$ cat config.mk
export PLATFORM = sky130hd
export DESIGN_NAME = uart_rx
export DESIGN_NICKNAME = d
export VERILOG_FILES = /design/src/rtl/uart_pkg.sv /design/src/rtl/sync_2ff.sv /design/src/rtl/uart_rx.sv
export SDC_FILE = /design/constraint.sdc
export NUM_CORES = 1
export LEC_CHECK = 0
export ABC_AREA = 1
export CORE_ASPECT_RATIO = 0.7
export CORE_UTILIZATION = 30
export CTS_CLUSTER_SIZE = 12
export DETAILED_ROUTE_END_ITERATION = 8
export HOLD_SLACK_MARGIN = 0.12
export MAX_ROUTING_LAYER = met4
export PLACE_DENSITY = 0.46
export SYNTH_ARGS = -nofsm -noshare
export SYNTH_HDL_FRONTEND = slang
export SYNTH_SLANG_ARGS = --single-unit
$ cat constraint.sdc
create_clock -name clk_i -period 1.69 [get_ports clk_i]
set_clock_uncertainty 0.2 [all_clocks]
set_input_delay 0.338 -clock clk_i [delete_from_list [all_inputs] [get_ports clk_i]]
set_output_delay 0.338 -clock clk_i [all_outputs]
set_load 0.005 [all_outputs]
$ cat src/rtl/uart_pkg.sv
// uart_pkg: shared types and default constants for the UART receive/transmit pair.
//   uart_rx_state_t   receiver FSM state encoding
//   DEFAULT_CLK_FREQ  system clock frequency in Hz; uart_tx uses the same baud plan
//   DEFAULT_UART_BPS  line baud rate
//   UART_DATA_BITS    payload bits per frame (8N1)
package uart_pkg;

  localparam int DEFAULT_CLK_FREQ = 100_000_000;
  localparam int DEFAULT_UART_BPS = 115_200;
  localparam int UART_DATA_BITS   = 8;

  typedef enum logic [2:0] {
    RX_IDLE,
    RX_START,
    RX_DATA,
    RX_STOP,
    RX_BREAK
  } uart_rx_state_t;

endpackage

$ cat src/rtl/sync_2ff.sv
// sync_2ff: two-flop synchroniser for asynchronous inputs.
//   clk_i  in   1      destination clock
//   rst_n  in   1      asynchronous reset, active-low; both flops load RST_VAL
//   d      in   WIDTH  asynchronous input
//   q      out  WIDTH  synchronised output, two clk_i cycles of latency
module sync_2ff #(
  parameter int               WIDTH   = 1,
  parameter logic [WIDTH-1:0] RST_VAL = '0
) (
  input  logic             clk_i,
  input  logic             rst_n,
  input  logic [WIDTH-1:0] d,
  output logic [WIDTH-1:0] q
);

  logic [WIDTH-1:0] meta_reg;

  always_ff @(posedge clk_i or negedge rst_n) begin
    if (!rst_n) begin
      meta_reg <= RST_VAL;
      q        <= RST_VAL;
    end else begin
      meta_reg <= d;
      q        <= meta_reg;
    end
  end

endmodule

$ cat src/rtl/uart_rx.sv
// uart_rx: 8N1 UART receiver with start-bit qualification, 3-sample majority vote
// at mid-bit and framing-error detection.
//   clk_i         in   1  system clock
//   rst_n         in   1  asynchronous reset, active-low
//   uart_rxd      in   1  serial input, asynchronous, idle high
//   rx_data       out  8  last good byte, LSB received first
//   rx_valid      out  1  one-cycle pulse: rx_data updated this cycle
//   rx_frame_err  out  1  one-cycle pulse: stop bit sampled low
//   rx_busy       out  1  high from start-bit detect until return to idle
module uart_rx
  import uart_pkg::*;
#(
  parameter int CLK_FREQ = DEFAULT_CLK_FREQ,
  parameter int UART_BPS = DEFAULT_UART_BPS
) (
  input  logic       clk_i,
  input  logic       rst_n,
  input  logic       uart_rxd,
  output logic [7:0] rx_data,
  output logic       rx_valid,
  output logic       rx_frame_err,
  output logic       rx_busy
);

  localparam int BAUD_CNT_MAX = CLK_FREQ / UART_BPS;
  localparam int BAUD_MID     = BAUD_CNT_MAX / 2;

  localparam logic [15:0] CNT_LAST = 16'(BAUD_CNT_MAX - 1);
  localparam logic [15:0] SMP_A    = 16'(BAUD_MID - 1);
  localparam logic [15:0] SMP_B    = 16'(BAUD_MID);
  localparam logic [15:0] DECIDE   = 16'(BAUD_MID + 1);

  generate
    if (BAUD_CNT_MAX < 16 || BAUD_CNT_MAX > 65535) begin : g_bad_baud
      $error("uart_rx: CLK_FREQ/UART_BPS = %0d is outside 16..65535", BAUD_CNT_MAX);
    end
  endgenerate

  // Input path: synchroniser idles high so reset never fakes a start edge,
  // third flop gives the previous synced value for edge detection.
  logic rxd_sync;
  logic rxd_prev_reg;
  logic fall_edge;

  sync_2ff #(
    .WIDTH  (1),
    .RST_VAL(1'b1)
  ) u_sync_rxd (
    .clk_i(clk_i),
    .rst_n(rst_n),
    .d    (uart_rxd),
    .q    (rxd_sync)
  );

  always_ff @(posedge clk_i or negedge rst_n) begin
    if (!rst_n) begin
      rxd_prev_reg <= 1'b1;
    end else begin
      rxd_prev_reg <= rxd_sync;
    end
  end

  assign fall_edge = rxd_prev_reg & ~rxd_sync;

  uart_rx_state_t state_reg, state_next;
  logic [15:0] baud_cnt_reg, baud_cnt_next;
  logic [2:0]  bit_cnt_reg, bit_cnt_next;
  logic [7:0]  shift_reg, shift_next;
  logic [1:0]  smp_reg, smp_next;
  logic [7:0]  rx_data_reg, rx_data_next;
  logic        rx_valid_reg, rx_valid_next;
  logic        rx_frame_err_reg, rx_frame_err_next;
  logic        rx_busy_reg, rx_busy_next;
  logic        decide;
  logic        vote;

  // The two earlier samples are held in smp_reg; the third is the live synced
  // line on the decision cycle, so the vote is ready exactly at BAUD_MID+1.
  assign decide = (baud_cnt_reg == DECIDE);
  assign vote   = (smp_reg[0] & smp_reg[1]) | (smp_reg[0] & rxd_sync) | (smp_reg[1] & rxd_sync);

  always_ff @(posedge clk_i or negedge rst_n) begin
    if (!rst_n) begin
      state_reg        <= RX_IDLE;
      baud_cnt_reg     <= '0;
      bit_cnt_reg      <= '0;
      shift_reg        <= '0;
      smp_reg          <= 2'b11;
      rx_data_reg      <= 8'h00;
      rx_valid_reg     <= 1'b0;
      rx_frame_err_reg <= 1'b0;
      rx_busy_reg      <= 1'b0;
    end else begin
      state_reg        <= state_next;
      baud_cnt_reg     <= baud_cnt_next;
      bit_cnt_reg      <= bit_cnt_next;
      shift_reg        <= shift_next;
      smp_reg          <= smp_next;
      rx_data_reg      <= rx_data_next;
      rx_valid_reg     <= rx_valid_next;
      rx_frame_err_reg <= rx_frame_err_next;
      rx_busy_reg      <= rx_busy_next;
    end
  end

  always_comb begin
    state_next        = state_reg;
    baud_cnt_next     = (baud_cnt_reg == CNT_LAST) ? 16'd0 : baud_cnt_reg + 16'd1;
    bit_cnt_next      = bit_cnt_reg;
    shift_next        = shift_reg;
    smp_next          = smp_reg;
    rx_data_next      = rx_data_reg;
    rx_valid_next     = 1'b0;
    rx_frame_err_next = 1'b0;

    if (baud_cnt_reg == SMP_A) smp_next[0] = rxd_sync;
    if (baud_cnt_reg == SMP_B) smp_next[1] = rxd_sync;

    case (state_reg)
      RX_IDLE: begin
        // Counter parked at zero so START begins a fresh bit period.
        baud_cnt_next = '0;
        if (fall_edge) state_next = RX_START;
      end
      RX_START: begin
        if (decide) begin
          if (!vote) begin
            state_next   = RX_DATA;
            bit_cnt_next = '0;
          end else begin
            state_next = RX_IDLE;
          end
        end
      end
      RX_DATA: begin
        if (decide) begin
          shift_next   = {vote, shift_reg[7:1]};
          bit_cnt_next = bit_cnt_reg + 3'd1;
          if (bit_cnt_reg == 3'(UART_DATA_BITS - 1)) state_next = RX_STOP;
        end
      end
      RX_STOP: begin
        // Leaving at mid-stop lets a following start bit arrive early.
        if (decide) begin
          if (vote) begin
            rx_data_next  = shift_reg;
            rx_valid_next = 1'b1;
            state_next    = RX_IDLE;
          end else begin
            rx_frame_err_next = 1'b1;
            state_next        = RX_BREAK;
          end
        end
      end
      RX_BREAK: begin
        // A line held low must go high again before a new start is accepted.
        baud_cnt_next = '0;
        if (rxd_sync) state_next = RX_IDLE;
      end
      default: begin
        state_next = RX_IDLE;
      end
    endcase

    rx_busy_next = (state_next == RX_START) || (state_next == RX_DATA) || (state_next == RX_STOP);
  end

  assign rx_data      = rx_data_reg;
  assign rx_valid     = rx_valid_reg;
  assign rx_frame_err = rx_frame_err_reg;
  assign rx_busy      = rx_busy_reg;

endmodule

==> flow_summary.toml, run 1 <==
[route]
wl_met2_um = 2040
viasPerCell = 4.28
first_iter_violations = 72
first_pass_iters = 4
wl_met1_um = 3140
vias = 1858
drc = 0
ant_nets = 0
wirelength_um = 5330
post_drt_wl_per_cell_um = 12.3
wl_met3_um = 131
maxUsedRoutingLayer = "met4"

[synth]
synth_area_um2 = 2350
syn_avg_cell_area_um2 = 8.69
seq_area_frac_synth = 0.491
synthArstFlopShare = 1.00
yosysUniqueCellTypes = 29
ys_warn_count = 0
synth_edf_count = 0
synth_seq_cells = 46
ys.flop_type = "dfrtp_1"
synth_fp_nets = 279
syn_inst = 271

[floorplanning]
start_util = 0.316
dieArea_um2 = 8210
coreArea_um2 = 7450
pin_count = 14
rows = 26
die_h_um = 76.1
die_w_um = 108

[place]
place_ws_ps = 1.60
dp.cells = 412
dp_hpwl_um = 3630
portBuffers = 13
place_congestion = 0.776

[setup_path]
end_kind = "register"
slowest_delay_ps = 410
r2r_cells = 7
critPathBufInv = 2
path_max_fanout = 8
required_ps = 1730
criticalPathCategory = "register to register"
r2r-end = "shift_reg[5]$_DFFE_PN0P_"
slowest_stage = "dfrtp_1"
arrival_ps = 1690
r2r_slack_ps = 40
crit_chain = "nor2_2 -> nand2_2 -> nor2_4 -> buf_6 -> nand3_4 -> buf_4 -> o21ai_2"
startpoint_type = "register"
cp_top_family = "simple AND/OR/NAND/NOR gates"
crit-reg2reg-launch = "baud_cnt_reg[14]$_DFF_PN0_"

[global_route]
grt_pass1_vias = 1693
grt_first_pass_wirelength_um = 8600
grt.total_usage = 0.142
grt_antenna_before_repair = 0
grt_max_degree = 47
gr-total-overflow = 0

[run_status]
status = "completed"

[min_path]
hold_class = "register to register"
hold_path.startpoint = "u_sync_rxd.meta_reg$_DFF_PN1_"
min_path_cells = 0
min_to = "u_sync_rxd.q$_DFF_PN1_"

[run]
maxCapViolations = 0

[power_and_ir_drop]
leakagePower_nw = 1.65
total_power_mw = 2.53
power.density_nw_per_um2 = 801
ir_drop_uv = 515

[layout]
regArea_um2 = 1160
drive_gt1_frac = 0.351
fill_cells = 730
diodes = 0
area_growth_pct = 34.2
multiInputGateArea_um2 = 1140
fin_nets = 343
final_cells = 434
largest_register_ffs = 16

[cts]
clk_latency_ps = 300
cts.path.max_buffers = 2
tritoncts = "built"
numCtsBuffers = 5
path_clk_slew_ps = 100
cts_num_sinks = 46
htree_levels = 2
cts-root-buf = "clkbuf_8"

[timing]
hold_violations = 0
worstMarginPinSlew_ps = 395
fmax_ghz = 0.606
setup_tns_ps = 0
worst_slack_ps = 40.2
setup_viol = 0
grt_setup_unrepaired = "yes"
slew_violations = 0
slew_headroom = 0.735
period_needed_ps = 1650
period_share = 0.976
[worst reg2reg max path, stage by stage (launching register included)]
cell	delay, ps
dfrtp_1	410
nor2_2	140
nand2_2	90
nor2_4	190
buf_6	130
nand3_4	150
buf_4	190
o21ai_2	100
[worst max path at each step]
stage,slack [ps],start,cells after the start,end
5_1_grt,-60,baud_cnt_reg[10]$_DFF_PN0_,7,shift_reg[5]$_DFFE_PN0P_
6_report,40,baud_cnt_reg[14]$_DFF_PN0_,7,shift_reg[5]$_DFFE_PN0P_
3_5_place_dp,2,baud_cnt_reg[15]$_DFF_PN0_,9,rx_busy$_DFF_PN0_
2_1_floorplan,60,baud_cnt_reg[1]$_DFF_PN0_,7,rx_data[1]$_DFFE_PN0P_
3_3_place_gp,-20,u_sync_rxd.q$_DFF_PN1_,7,rx_data[3]$_DFFE_PN0P_
4_1_cts,2,rx_valid$_DFF_PN0_,1,rx_valid
[where the power goes]
part	switching [mW]	internal, mW	total, mW
Sequential	0.0592	1.17	1.23
Clock	0.398	0.291	0.690
Combinational	0.323	0.286	0.609
Total	0.781	1.75	2.53
[layout by cell type, fill, tap and decap left out, types with 7 or more instances in the layout]
cell type	synthesis	final
nor2_1	32	23
o21ai_1	6	8
o21ai_2	5	7
nand4_1	9	9
dlygate4sd2_1	0	9
buf_4	0	38
nand2_2	7	12
xor2_1	7	7
dfrtp_1	41	41
inv_1	36	34
nor2_4	6	8
nand3_1	17	16
nand2_1	60	52
nor2_2	2	9
[stage by stage]
stage                      util  area (um^2)  hold slack, ps
after floorplan               -         2350            -158
after global placement    0.381         2840             143
after detailed placement  0.381         2840             145
after CTS                 0.405         3020             161
after global routing      0.424         3160             163
final                     0.424         3160             160
[cells in the mapped netlist (3+ instances only)]
| cell type | count | area (um^2) |
|---|---|---|
| nand2_1 | 60 | 225 |
| dfrtp_1 | 41 | 1030 |
| inv_1 | 36 | 135 |
| nor2_1 | 32 | 120 |
| nand3_1 | 17 | 85.1 |
| nand4_1 | 9 | 56.3 |
| nand2_2 | 7 | 43.8 |
| xor2_1 | 7 | 61.3 |
| nor2_4 | 6 | 67.6 |
| nor3_1 | 6 | 30.0 |
| o21ai_1 | 6 | 30.0 |
| dfstp_2 | 5 | 131 |
| ha_1 | 5 | 62.6 |
| o21ai_2 | 5 | 43.8 |
| inv_2 | 4 | 15.0 |
| o21ai_0 | 4 | 20.0 |
| nor3_2 | 3 | 30.0 |
[area by class of cell]
type | instances | area share
tap | 98 | 0.0388
inverter | 41 | 0.0511
timing repair buffer | 58 | 0.155
clock inverter | 3 | 0.00673
multi-input combinational | 183 | 0.360
sequential | 46 | 0.366
clock buffer | 5 | 0.0218
[layer usage]
layer  track usage  up-vias
met5             -        -
met4        0.0247        0
met3        0.0317        2
met2         0.182       18
met1         0.223      848
li1              -      990
[cells by family (layout without fill, tap and decap cells)]
family                   count (synthesis)  count (layout)  share of synthesized area
AO/OA/AOI/OAI                           18              18                     0.0489
XOR/XNOR                                 9               9                     0.0335
adder cells (fa/ha/maj)                  5               5                     0.0266
flip-flops                              46              46                      0.491
AND/OR/NAND/NOR                        149             151                      0.323
buffers and inverters                   44             107                     0.0765
[what timing repair did]
item,4_1_cts,5_1_grt
buffers inserted,8,4
gates cloned,1,1
endpoints found under the hold margin,46,0
endpoints found under the setup margin,22,37
pin swaps,6,16
hold buffers,1,0
gates resized for setup,14,40
Note: power is estimated with default switching activity, not from simulation.
==> run 2: changes to the inputs <==
Settings changed: RECOVER_POWER set to 100, SLEW_MARGIN set to 20.
==> run 2 against run 1 <==
  * Clock power is essentially flat
  * Hold slack gained 5.3 ps
  * Critical path type unchanged
  * Critical path depth is the same
  * Largest cell class unchanged
  * Core utilization shrank 0.27 points
==> flow_summary.toml, run 2 (same netlist as run 1, synthesis figures left out) <==
[floorplanning]
rows = 26
die_h_um = 76.1
pin_count = 14
coreArea_um2 = 7450
start_util = 0.316
dieArea_um2 = 8210
die_w_um = 108

[power_and_ir_drop]
power.density_nw_per_um2 = 803
ir_drop_uv = 513
leakagePower_nw = 1.62
total_power_mw = 2.52

[layout]
diodes = 0
drive_gt1_frac = 0.342
regArea_um2 = 1160
final_common_cell = "nand2_1"
largest_register_ffs = 16
fin_nets = 343
fill_cells = 735
area_growth_pct = 33.3
layout_common_cells = "nand2_1, dfrtp_1, buf_4, inv_1, nor2_1"
multiInputGateArea_um2 = 1130

[route]
first_iter_violations = 73
ant_nets = 0
vias = 1861
wirelength_um = 5320
first_pass_iters = 4
viasPerCell = 4.29
drc = 0
post_drt_wl_per_cell_um = 12.3

[setup_path]
r2r-end = "shift_reg[5]$_DFFE_PN0P_"
r2r_slack_ps = 40
required_ps = 1730
startpoint_type = "register"
end_kind = "register"
crit_start = "baud_cnt_reg[14]$_DFF_PN0_"
worstSetupEndpoint = "shift_reg[5]$_DFFE_PN0P_"
crit-reg2reg-launch = "baud_cnt_reg[14]$_DFF_PN0_"
arrival_ps = 1690
path_max_fanout = 8
r2r_cells = 7
criticalPathCategory = "register to register"

[cts]
cts.path.max_buffers = 2
cts-root-buf = "clkbuf_8"
numCtsBuffers = 5
clk_latency_ps = 300
cts_num_sinks = 46
path_clk_slew_ps = 100
tritoncts = "built"
htree_levels = 2

[timing]
worst_slack_ps = 35.6
hold_violations = 0
fmax_ghz = 0.604
slew_headroom = 0.566
worstMarginPinSlew_ps = 651
period_share = 0.979
slew_violations = 0
period_needed_ps = 1650
grt_setup_unrepaired = "yes"
setup_viol = 0

[global_route]
grt_first_pass_wirelength_um = 8600
grt_pass1_vias = 1693
grt_max_degree = 47
grt.total_usage = 0.142
gr-total-overflow = 0
grt_antenna_before_repair = 0

[run_status]
status = "completed"

[place]
place_ws_ps = 1.60
portBuffers = 13
dp_hpwl_um = 3630
place_congestion = 0.776

[min_path]
hold_class = "register to register"

[run]
maxCapViolations = 0
-- run 2: changes by cell type in the layout (fill, tap and decap cells not counted), sizes merged --
cell / delta
clkdlybuf4s50: -1
dlymetal6s2s: -2
dlygate4sd3: +1
clkdlybuf4s25: +2
buf: -2
clkbuf: +2
-- run 2: stage by stage --
step	hold slack (ps)	cell area [um^2]	TNS [ps]	cells	util
floorplan	-158	2350	0	271	-
global placement	143	2840	-113	412	0.381
detailed placement	145	2840	0	412	0.381
CTS	161	3020	0	430	0.405
global route	168	3140	-1180	434	0.421
finish	166	3140	0	434	0.421
-- run 2: per-layer routing --
metal	global-route usage	share of wire
met1	0.223	0.59
met2	0.182	0.38
met3	0.0317	0.026
met4	0.0247	0.0021
met5	-	0
-- run 2: layout make-up --
class,count,share of cell area
sequential,46,0.369
multi-input combinational,183,0.361
timing repair buffer,58,0.151
inverter,41,0.0514
tap,98,0.0391
clock buffer,5,0.0219
clock inverter,3,0.00678
-- run 2: report_power, final --
part / internal (mW) / switching [mW] / total, mW
clock network: 0.291 / 0.398 / 0.689
logic: 0.279 / 0.322 / 0.601
registers: 1.17 / 0.0587 / 1.23
-- run 2: worst min-delay path by stage --
| stage | end | from | cells after the start |
|---|---|---|---|
| after floorplan | baud_cnt_reg[0]$_DFF_PN0_ | rst_n | 0 |
| after global placement | baud_cnt_reg[11]$_DFF_PN0_ | rst_n | 2 |
| after detailed placement | baud_cnt_reg[11]$_DFF_PN0_ | rst_n | 2 |
| after CTS | u_sync_rxd.q$_DFF_PN1_ | u_sync_rxd.meta_reg$_DFF_PN1_ | 0 |
| after global routing | u_sync_rxd.q$_DFF_PN1_ | u_sync_rxd.meta_reg$_DFF_PN1_ | 0 |
| final | u_sync_rxd.q$_DFF_PN1_ | u_sync_rxd.meta_reg$_DFF_PN1_ | 0 |
-- run 2: worst max-delay path, cell delays in order (launching register included) --
cell	delay, ps
dfrtp_1	410
nor2_2	140
nand2_2	90
nor2_4	190
buf_6	130
nand3_4	150
buf_4	190
o21ai_2	100
-- run 2: repair_timing --
item,CTS,global route
hold buffers,1,0
resized for setup,14,40
setup buffers,8,4
pin swaps,6,16
endpoints found under the hold margin,46,0
endpoints found under the setup margin,22,37
gates cloned,1,1
==> run 3: changes to the inputs <==
Settings changed: PLACE_DENSITY 0.46 to 0.45.
Clock period 1.69 ns to 2.06 ns, I/O delays scaled along.
==> run 3 against run 2 <==
  * Core utilization decreased by 6.4 points
  * Highest routed layer unchanged
  * First-iteration DRC count increased by 27%
  * Critical path depth decreased by 6
  * Setup slack improved by 150 ps
  * Global-route usage decreased by 1.1 points
  * Largest power group unchanged
  * Clock-buffer cell count unchanged
==> flow_summary.toml, run 3 (same netlist as run 1, synthesis figures left out) <==
[power_and_ir_drop]
total_power_mw = 1.86
ir_drop_uv = 377
power.density_nw_per_um2 = 699
leakagePower_nw = 1.35

[cts]
htree_levels = 2
tritoncts = "built"
cts_num_sinks = 46
numCtsBuffers = 5
clk_latency_ps = 300
cts-root-buf = "clkbuf_8"
cts.path.max_buffers = 2
path_clk_slew_ps = 90
cts-resized-gates = 0

[setup_path]
crit_cells = 1
crit_chain = "dlygate4sd3_1"
end_kind = "primary output"
critPathBufInv = 1
slowest_stage = "dlygate4sd3_1"
startpoint_type = "register"
arrival_ps = 1260
cp_top_family = "buffers and inverters"
path_max_fanout = 2
r2r_cells = 7
criticalPathCategory = "register to primary output"
required_ps = 1450
slowest_delay_ps = 590

[timing]
period_share = 0.910
slew_headroom = 0.535
setup_tns_ps = 0
period_needed_ps = 1870
hold_violations = 0
setup_viol = 0
grt_setup_unrepaired = "no"
fmax_ghz = 0.533
slew_violations = 0
worstMarginPinSlew_ps = 690
timing.hold.ws_ps = 165

[layout]
area_growth_pct = 12.9
diodes = 0
drive_gt1_frac = 0.133
final_area_um2 = 2660
layout_common_cells = "nand2_1, dfrtp_1, inv_1, nor2_1, nand3_1"
final_cells = 391
final_common_cell = "nand2_1"
fin_nets = 300
largest_register_ffs = 16

[place]
dp.cells = 382
dp_hpwl_um = 3350
place_congestion = 0.766
portBuffers = 13
placed_area_um2 = 2610

[route]
first_iter_violations = 93
viasPerCell = 4.31
vias = 1686
ant_nets = 0
post_drt_wl_per_cell_um = 11.9
wirelength_um = 4660
first_pass_iters = 4
drc = 0

[global_route]
grt_antenna_before_repair = 0
grt.total_usage = 0.130
grt_first_pass_wirelength_um = 8000
grt_max_degree = 42
grt_pass1_vias = 1655
gr-total-overflow = 0

[floorplanning]
pin_count = 14
dieArea_um2 = 8210
start_util = 0.316
die_h_um = 76.1
coreArea_um2 = 7450
rows = 26
die_w_um = 108

[min_path]
min_path_cells = 0
hold_class = "register to register"

[run]
maxCapViolations = 0

[run_status]
status = "completed"
## run 3: changes by cell type in the layout (fill, tap and decap cells not counted), sizes merged
cell and delta:
buf -41, clkdlybuf4s25 -2, dlygate4sd2 -9, dlygate4sd3 +11, nand3 -2
## run 3: final timing paths
kind	startpoint	endpoint	slack (ps)
min in group asynchronous	rst_n	rx_data[2]$_DFFE_PN0P_	310
worst min-delay path	u_sync_rxd.meta_reg$_DFF_PN1_	u_sync_rxd.q$_DFF_PN1_	160
max in group asynchronous	rst_n	baud_cnt_reg[10]$_DFF_PN0_	420
worst max register to register	baud_cnt_reg[3]$_DFF_PN0_	baud_cnt_reg[11]$_DFF_PN0_	220
worst max-delay path	rx_data[7]$_DFFE_PN0P_	rx_data[7]	190
worst min register to register	u_sync_rxd.meta_reg$_DFF_PN1_	u_sync_rxd.q$_DFF_PN1_	160
## run 3: layout make-up
cell class / count / area, um^2
inverter: 41 / 154
multi-input combinational: 181 / 978
tap: 98 / 123
clock inverter: 3 / 21.3
sequential: 46 / 1160
fill: 783 / 4790
clock buffer: 5 / 68.8
timing repair buffer: 17 / 156
## run 3: per-stage QoR
step            util  setup WS (ps)
2_1_floorplan      -            428
3_3_place_gp   0.351            238
3_5_place_dp   0.351            200
4_1_cts        0.364            177
5_1_grt        0.357           69.4
6_report       0.357            185
## run 3: metal layers
metal	routed length, um	up-vias	global-route usage	part of all wire
li1	-	894	-	-
met1	2680	772	0.193	0.58
met2	1800	18	0.173	0.39
met3	155	2	0.0342	0.033
met4	25	0	0.0329	0.0054
met5	0	-	-	0
## run 3: timing repair
item | 4_1_cts | 5_1_grt
hold buffers | 1 | 0
buffers inserted | 0 | 0
setup endpoints to repair | 0 | 0
hold endpoints to repair | 41 | 0
## run 3: report_power, final
part / switching (mW) / internal, mW / total (mW)
combinational: 0.151 / 0.100 / 0.251
sequential: 0.0883 / 0.960 / 1.05
clock: 0.320 / 0.239 / 0.559
==> edit (config.mk and constraints of run 2) <==
Re-encode `uart_rx_state_t` (5 states) as one-hot, 5 bits wide.
--- a/src/rtl/uart_pkg.sv
+++ b/src/rtl/uart_pkg.sv
@@ -10,10 +10,10 @@
   localparam int UART_DATA_BITS   = 8;
 
-  typedef enum logic [2:0] {
-    RX_IDLE,
-    RX_START,
-    RX_DATA,
-    RX_STOP,
-    RX_BREAK
+  typedef enum logic [4:0] {
+    RX_IDLE  = 5'b00001,
+    RX_START = 5'b00010,
+    RX_DATA  = 5'b00100,
+    RX_STOP  = 5'b01000,
+    RX_BREAK = 5'b10000
   } uart_rx_state_t;
 
Check against the original RTL: same outputs for any inputs over 10 cycles, from zero or initial values and one cycle with rst_n low; not proved beyond that.
==> edit against run 2 <==
Power up 22%. Setup slack worse by 0.025 ns. Wire length is 9.2% higher. Largest cell class unchanged. Sequential cell count rose by 2. Synthesized area rose by 0.85%. Sequential share of layout area shrank 0.69 points. Cell area increased by 6.9%. First-iteration DRC count grew 21%.
==> edit: results (changes against run 2) <==
[run_status]
status=completed

[worst_setup_path]
critPathMaxFanout=7  ; -1
critPathMaxStageDelay_ns=0.55  ; +0.14 ns
rrSetupSlack_ns=0.01  ; -0.02 ns
reg2reg_to=rx_data[1]$_DFFE_PN0P_
reg2reg_depth=6  ; -1
cpLargestDelayFamily=flip-flops
slowest_stage=dfstp_2
timing.rr.start=u_sync_rxd.q$_DFF_PN1_

[timing]
whs_ns=0.164  ; -0.00113 ns
worst_pin_slew_ns=0.277  ; -0.374 ns

[drt]
vias=1985  ; +6.7%
wl_met2_um=2230  ; +9.2%
met3_length_um=192  ; +37%
met1_length_um=3370  ; +7.7%
drt_iter0_markers=88  ; +21%
routedWlPerCell_um=13.2  ; +7.4%

[global_routing]
grt_pass1_wl_um=9650  ; +12%
met1_usage_pct=25.4  ; +3.1 points
met3_usage_pct=3.34  ; +0.17 points
grt_max_degree=49  ; +4.3%
grt_pass1_vias=1929  ; +14%
use_met2_pct=18.9  ; +0.71 points
grt_use_total_pct=15.6  ; +1.5 points

[logic_synthesis]
synth-compound-area-share_pct=6.69  ; +1.8 points
synth-seq-area-share_pct=50.9  ; +1.7 points
synth-adder-area-share_pct=2.63  ; -0.022 points
synthTopCellsByArea=dfrtp_1, nand2_1, dfstp_2
yosys-top-cells-count=nand2_1, dfrtp_1, nor2_1
synth_cells=272  ; +0.37%
synth_nets=280  ; +0.36%
ys_types=30  ; +3.4%
synth_ff_type=dfrtp_1
synth-xor-area-share_pct=2.21  ; -1.1 points

[power]
p_leak_uw=0.00162  ; about the same
p_comb_share_pct=21.5  ; -2.4 points
p_sw_uw=849  ; +9.1%
clkPwrFrac_pct=37.5  ; +10 points
powerSeq_uw=1260
ir_drop_uv=548  ; +6.7%

[placement]
hpwl_um=4050  ; +12%
dpl_worst_slack_ns=-0.0274  ; -0.0290 ns
dpl_cell_area_sq_um=2930  ; +3.4%
dp_cells=419  ; +1.7%
gp_congestion=0.873  ; +13%

[clocking]
root_buffer=clkbuf_16
clk_pin_slew_ns=0.07  ; -0.03 ns

[layout]
drive_gt1_share_pct=34.1  ; -0.12 points
num-fill-cells=725  ; -1.4%
final_nets=350  ; +2.0%
areaGrowthSynthToFinish_pct=41.3
diodes=0  ; unchanged
final_cells=441  ; +1.6%

edit: cell types whose count changed in the layout (fill, tap and decap cells not counted), sizes merged, moves of 2 or more:
cell                  run 2  this run
dlygate4sd2               9         3
clkdlybuf4s50             0         4
clkinv                    3         1
a21oi                     2         6
xor2                      7         5
clkbuf                    7         5
dlymetal6s2s              0         4
nand4                     9        11
clkdlybuf4s25             2         0
buf                      43        50
inv                      40        31
o21a                      0         6
edit: what timing repair did:
action | CTS | global route
setup endpoints to repair | 13 | 46
gates cloned | 0 | 2
pin swaps | 1 | 17
resized for setup | 4 | 45
buffers inserted | 1 | 10
hold buffers | 1 | 0
endpoints found under the hold margin | 48 | 0
edit: cell type report:
| cell class | instances | area share (%) |
|---|---|---|
| Clock inverter | 3 | 1.38 |
| Sequential cell | 48 | 36.2 |
| Timing Repair Buffer | 63 | 16.2 |
| Inverter | 31 | 3.51 |
| Multi-Input combinational cell | 193 | 35.4 |
| Clock buffer | 5 | 3.73 |
| Tap cell | 98 | 3.66 |
edit: worst max path at each step:
| stage | start | endpoint | slack (ns) | cells past startpoint |
|---|---|---|---|---|
| final | u_sync_rxd.q$_DFF_PN1_ | rx_data[1]$_DFFE_PN0P_ | 0.01 | 6 |
| after global routing | u_sync_rxd.q$_DFF_PN1_ | rx_data[1]$_DFFE_PN0P_ | -0.06 | 6 |
| after CTS | rx_data[4]$_DFFE_PN0P_ | rx_data[4] | 0.00001 | 1 |
| after detailed placement | baud_cnt_reg[9]$_DFF_PN0_ | rx_data[5]$_DFFE_PN0P_ | -0.03 | 7 |
| after floorplan | baud_cnt_reg[0]$_DFF_PN0_ | rx_data[7]$_DFFE_PN0P_ | -0.004 | 8 |
| after global placement | baud_cnt_reg[9]$_DFF_PN0_ | baud_cnt_reg[14]$_DFF_PN0_ | 0.003 | 5 |
